<file path="config.mk">
export PLATFORM = sky130hd
export DESIGN_NAME = if_fetch_ctrl
export DESIGN_NICKNAME = d
export VERILOG_FILES = /design/src/rtl/if_fetch_ctrl.sv
export SDC_FILE = /design/constraint.sdc
export NUM_CORES = 1
export LEC_CHECK = 0
export CAP_MARGIN = 20
export CORE_MARGIN = 10
export CORE_UTILIZATION = 62
export DETAILED_ROUTE_END_ITERATION = 7
export DONT_BUFFER_PORTS = 1
export PLACE_DENSITY = 0.78
export SYNTH_ARGS = -nofsm -noshare
export SYNTH_HDL_FRONTEND = slang
export SYNTH_SLANG_ARGS = --single-unit
</file>
<file path="constraint.sdc">
create_clock -name clk -period 6.8 [get_ports clk]
set_input_delay 0.68 -clock clk [delete_from_list [all_inputs] [get_ports clk]]
set_output_delay 0.68 -clock clk [all_outputs]
set_load 0.05 [all_outputs]
</file>
<file path="src/rtl/if_fetch_ctrl.sv">
// if_fetch_ctrl: IF-stage fetch PC, 2-entry prefetch queue and redirect handling; optional misaligned-redirect trap via IF_MISALIGN_TRAP_EN
module if_fetch_ctrl #(
  parameter logic [31:0] PC_RESET = 32'h0000_0000,
  parameter int ADDR_W = 6
) (
  input  logic              clk,
  input  logic              rst,
  output logic [ADDR_W-1:0] rom_addr_o,
  input  logic [31:0]       rom_dout_i,
  output logic              id_valid_o,
  output logic [31:0]       id_inst_o,
  output logic [31:0]       id_pc_o,
  input  logic              id_ready_i,
  input  logic              redir_valid_i,
  input  logic [31:0]       redir_pc_i,
  output logic              fault_o,
  output logic [31:0]       fault_pc_o
);
  typedef enum logic {FETCH, HALT} state_t;
  state_t      state_q;
  logic [31:0] fetch_pc_q;
  logic [31:0] q_pc_q [2];
  logic [31:0] q_inst_q [2];
  logic        rd_ptr_q, wr_ptr_q;
  logic [1:0]  cnt_q;
  logic        fault_q;
  logic [31:0] fault_pc_q;
  logic        pop, push, redir, mis;
`ifdef IF_MISALIGN_TRAP_EN
  assign mis = redir_pc_i[1:0] != 2'b00;
`else
  assign mis = 1'b0;
`endif
  assign redir      = redir_valid_i && state_q == FETCH;
  assign id_valid_o = cnt_q != 2'd0;
  assign id_inst_o  = id_valid_o ? q_inst_q[rd_ptr_q] : 32'h0;
  assign id_pc_o    = id_valid_o ? q_pc_q[rd_ptr_q] : 32'h0;
  assign rom_addr_o = fetch_pc_q[ADDR_W+1:2];
  assign fault_o    = fault_q;
  assign fault_pc_o = fault_pc_q;
  assign pop        = id_valid_o && id_ready_i;
  assign push       = state_q == FETCH && !redir && (cnt_q != 2'd2 || pop);
  // fetch PC, queue bookkeeping and fault state; a redirect flushes the queue and wins over push/pop
  always_ff @(posedge clk or posedge rst) begin
    if (rst) begin
      state_q     <= FETCH;
      fetch_pc_q  <= PC_RESET;
      q_pc_q[0]   <= '0;
      q_pc_q[1]   <= '0;
      q_inst_q[0] <= '0;
      q_inst_q[1] <= '0;
      rd_ptr_q    <= 1'b0;
      wr_ptr_q    <= 1'b0;
      cnt_q       <= 2'd0;
      fault_q     <= 1'b0;
      fault_pc_q  <= '0;
    end else if (redir) begin
      cnt_q    <= 2'd0;
      rd_ptr_q <= 1'b0;
      wr_ptr_q <= 1'b0;
      if (mis) begin
        state_q    <= HALT;
        fault_q    <= 1'b1;
        fault_pc_q <= redir_pc_i;
      end else begin
        fetch_pc_q <= redir_pc_i & ~32'h3;
      end
    end else begin
      if (push) begin
        q_pc_q[wr_ptr_q]   <= fetch_pc_q;
        q_inst_q[wr_ptr_q] <= rom_dout_i;
        wr_ptr_q           <= ~wr_ptr_q;
        fetch_pc_q         <= fetch_pc_q + 32'd4;
      end
      if (pop) rd_ptr_q <= ~rd_ptr_q;
      cnt_q <= cnt_q + {1'b0, push} - {1'b0, pop};
    end
  end
endmodule

</file>
Word level (Yosys, flattened, before mapping):

Cells that the tools add are included.
W data, S select, Z words.

* register bits: 164
* bits in latches: 0
* memories: 0
* output and inout port bits: 104
* memory bits (read-only): 0
* bits in writable memories: 0

* $mul: 0
* mux-type cells: 19
* shifts and indexed selects: 0
* div/mod/pow operators: 0
* bitwise operators: 5
* reduce and logical (&&, ||, !) cells: 9
* order comparisons: 3
* equality and inequality tests: 1
* add/subtract/negate cells: 3

Operator list (count)
* $mux W32: 11
* $bwmux W64: 2
* $add A32 B3 Y32 const B: 1
* $demux W32 S1: 1
* $reduce_bool A2 Y1: 3
* $ge A2 B2 Y1 const B: 2
* $mux W1: 4
* $not A1 Y2: 2
* $logic_and A1 B1 Y1: 3
* $not A1 Y1: 3
* $add A2 B1 Y2: 1
* $lt A2 B1 Y1 const B: 1
* $mux W2: 1
* $ne A2 B2 Y1 const B: 1
* $reduce_and A2 Y1: 1
* $sub A2 B1 Y2: 1
* $logic_not A1 Y1: 1
* $logic_or A1 B1 Y1: 1

Longest topological paths before layout:

* word-level depth: 7
* mapped depth: 8
* mapped depth without buffers: 8

Least setup slack after synthesis:

Ideal clock, no wire load.

* kind: register -> output
* start point: register rd_ptr_q
* end point: output id_inst_o[10]
* path slack: 4.248 ns
* stages on the path, launching flop included: 5
* arrival: 1.872 ns
* data required time: 6.120 ns
* cells stage by stage: dfrtp_1 > clkbuf_1 > clkbuf_1 > mux2i_1 > nor2_1

* longest elaborated chain between the ends: 5

Ends and longest elaborated chain
* start: declaration: line 24 `logic rd_ptr_q, wr_ptr_q;`
* start signal: assignment: line 75 `if (pop) rd_ptr_q <= ~rd_ptr_q;`
* $not A1 Y2 (implied by the code): line 36 `assign id_inst_o = id_valid_o ? q_inst_q[rd_ptr_q] : 32'h0;`
* $mux W32 (implied by the code) (3 in a row): line 36
* $mux W32: line 36
* end: declaration: line 11 `output logic [31:0] id_inst_o,`

No other way between the ends. The select of a mux whose other input is x is not followed.

Worst setup path after layout:

* start point: register rd_ptr_q
* end point: output id_pc_o[4]

* longest elaborated chain between the ends: 5

Ends and longest elaborated chain
* $not A1 Y2 (implied by the code): line 37 `assign id_pc_o = id_valid_o ? q_pc_q[rd_ptr_q] : 32'h0;`
* $mux W32 (implied by the code) (3 in a row): line 37
* $mux W32: line 37
* end: declaration: line 12 `output logic [31:0] id_pc_o,`

No other way between the ends. The select of a mux whose other input is x is not followed.

==> run_results.csv <==
group,metric,value,unit
setup_path,startpoint,"rd_ptr_q$_DFFE_PP0P_",
yosys,syn_inst,672,
setup_path,cpPeakStageDelay,0.85,ns
yosys,synth_simple_gate_area_share,0.1100,
power,vdd_ir_drop_max,308.2,µV
sta,holdWs,0.2443,ns
global_routing,grt_max_degree,81,
yosys,synth_area_leaders,"dfrtp_1 (50%), mux2_2 (18%), mux2i_1 (8.0%), buf_4 (4.1%), nor2_1 (3.9%)",
yosys,synth-compound-area-share,0.03587,
hold_path,min_path_type,"in2async",
layout,final_nets,719,
die,dieHeight,132.5,µm
sta,period_needed,3.153,ns
setup_path,cp-endpoint,"id_pc_o[4]",
global_routing,grt_pass1_wl,27040,µm
layout,area_delta_synth_final,5.324,%
cts,cts_max_level,4,
die,num_rows,41,
setup_path,cp_top_family,"flip-flops",
cts,cts_buffer_depth,2,
status,outcome,"completed",
yosys,synth_top_cell_area_share,0.5037,
sta,max_slew_margin,0.3202,
cts,tritoncts,"built",
cts,clock_latency,0.42,ns
yosys,synth.area.mux_share,0.2597,
yosys,async_flop_share,1.000,
setup_path,worst-path-buf-inv,1,
sta,rsz0062_at_grt,"no",
routing,drt_iter0_markers,299,
yosys,synth_area,7849,µm²
cts,cts_setup_buffers,0,
cts,clock-sinks,158,
yosys,yosys_warnings,0,
routing,finalWirelength,17040,µm
setup_path,worstPathArrival,2.47,ns
die,start_util,0.6270,
die,die-area,17560,µm²
setup_path,timing.rr.start,"cnt_q[1]$_DFF_PP0_",
global_routing,grt.total_usage,0.1922,
routing,drc_errors,0,
placed_design,dp.cells,800,
routing,wl_per_cell,20.51,µm
setup_path,crit_chain,"buf_12 -> mux2i_1 -> nor2_1",
layout,layout_common_cells,"dfrtp_1 (157), mux2_2 (125), nor2_1 (80)",
placed_design,gp_congestion,0.8056,
sta,setup_slack,3.647,ns
routing,dr_total_vias,4912,
cts,numCtsBuffers,17,
layout,drive_above_1_share,0.2519,
die,dieWidth,132.5,µm
sta,drv_slew,0,
die,design.core.area,12520,µm²
power,p_leak,3.347,nW
placed_design,io_buffers,0,
global_routing,antenna_found_initial,0,
layout,num_antenna_cells,0,
yosys,synth_top_family_by_area,"multiplexers",
sta,tightest_slew,1.016,ns
yosys,synth_fa_ha_area_frac,0.004782,
setup_path,crit_path_max_fanout,33,
placed_design,place_ws,3.299,ns
cts,cts_resized,0,
global_routing,overflow,0,
setup_path,end_kind,"output pin",
yosys,syn_avg_cell_area,11.68,µm²
layout,stdcell_count,831,
yosys,synth_cell_types,40,
setup_path,r2r_end,"q_pc_q[43]$_DFFE_PP0P_",
cts,clk_pin_slew,0.06,ns
routing,dr.pass1.iters,4,
setup_path,rrSetupSlack,3.87,ns
sta,finalHoldViolCount,0,
sta,finalCritPeriodShare,0.4637,
yosys,yosysTopAreaCell,"dfrtp_1",
yosys,synth-edff-count,0,
layout,num-fill-cells,1018,
yosys,ys_seq_area_frac,0.5037,
power,power_density,495.3,nW/µm²
flow_run,drv_cap,0,
setup_path,startpoint_type,"flop",
setup_path,cp.depth,3,
die,top_level_ports,172,
placed_design,post-dp-hpwl,11540,µm
sta,fmax,0.3171,GHz
layout,final_common_cell,"dfrtp_1",
global_routing,grt_pass1_vias,5004,
cts,ctsHoldBuffers,0,
yosys,synthFlopType,"dfrtp_1",
sta,setup_violations,0,
sta,fin_setup_tns,0,ns
setup_path,critPathKind,"reg2out",
setup_path,cp_data_required_time,6.12,ns
cts,root_buffer,"clkbuf_16",
yosys,synth-seq-cells,158,
sta,skew,0.004355,ns
routing,drtAntennaViolNets,0,
setup_path,worst_path_max_delay_cell,"dfrtp_4",
yosys,synth_xor_area_frac,0.01674,
setup_path,r2r_cells,5,
routing,vias_per_cell,5.911,
-- flip-flops by register name (all words and copies together) (netlist names) --
| signal | count |
|---|---|
| cnt_q | 2 |
| rd_ptr_q | 1 |
| wr_ptr_q | 1 |
| q_pc_q | 60 |
| q_inst_q | 64 |
| fetch_pc_q | 30 |
-- area by class of cell --
class | instances | area, µm² | share of cell area
Sequential cell | 158 | 3958 | 0.4787
Multi-Input combinational cell | 457 | 3500 | 0.4233
Clock buffer | 29 | 500.5 | 0.06054
Tap cell | 172 | 215.2 | 0.02603
Timing Repair Buffer | 5 | 50.05 | 0.006054
Inverter | 9 | 38.79 | 0.004692
Clock inverter | 1 | 5.005 | 0.0006054
-- per-stage QoR --
step	utilization	power (mW)	instance area, µm²
floorplan	-	3.069	7976
global placement	0.6185	3.232	7741
detailed placement	0.6185	3.307	7741
global route	0.6604	4.315	8267
finish	0.6604	4.094	8267
CTS	0.6588	4.133	8247
-- synth_stat cells, types with 9 or more instances --
library cell and count:
nand4_1 14, mux2i_1 63, nand2_1 22, nand3_1 15, buf_4 43, o21ai_0 14
a31oi_1 13, xnor2_1 10, clkbuf_1 24, dfrtp_1 158, inv_1 9, o31ai_1 11
or4_1 11, nor2_1 82, mux2_2 125
-- worst register-to-register path: stages (launching register included) --
cell and delay, ns:
dfrtp_1 0.43, or3b_2 0.46, nand2_1 0.19, nor2_4 0.70, buf_4 0.60, mux2_2 0.43
-- routing by layer --
metal | part of all wire | track usage | vias up
met3 | 0.072 | 0.06699 | 27
met2 | 0.50 | 0.3242 | 145
li1 | - | - | 2249
met4 | 0.022 | 0.07396 | 0
met1 | 0.40 | 0.2197 | 2491
met5 | 0 | 0 | -
-- kinds of logic (layout without fill, tap and decap cells) --
| group | count (synthesis) | after routing |
|---|---|---|
| DFF | 158 | 158 |
| muxes | 188 | 188 |
| and+or+nand+nor | 172 | 172 |
| adders and majority gates | 3 | 3 |
| other | 1 | 35 |
| buffers and inverters | 91 | 44 |
| AOI/OAI and AO/OA | 44 | 44 |
| xor gates and xnor gates | 15 | 15 |
-- where the power goes --
group / internal (mW) / switching [mW]
clock: 0.491 / 0.334
sequential: 1.30 / 0.275
combinational: 0.496 / 1.20
-- worst min-delay path by stage --
| stage | start | endpoint | cells after the start | slack (ns) |
|---|---|---|---|---|
| floorplan | q_inst_q[32]$_DFFE_PP0P_ | q_inst_q[32]$_DFFE_PP0P_ | 1 | 0.48 |
| global placement | q_inst_q[35]$_DFFE_PP0P_ | q_inst_q[35]$_DFFE_PP0P_ | 1 | 0.49 |
| global route | rst | q_inst_q[13]$_DFFE_PP0P_ | 1 | 0.29 |
| detailed placement | q_pc_q[49]$_DFFE_PP0P_ | q_pc_q[49]$_DFFE_PP0P_ | 1 | 0.49 |
| CTS | rst | q_inst_q[25]$_DFFE_PP0P_ | 1 | 0.26 |
| finish | rst | q_inst_q[50]$_DFFE_PP0P_ | 1 | 0.24 |
(Power assumes the default switching activity.)
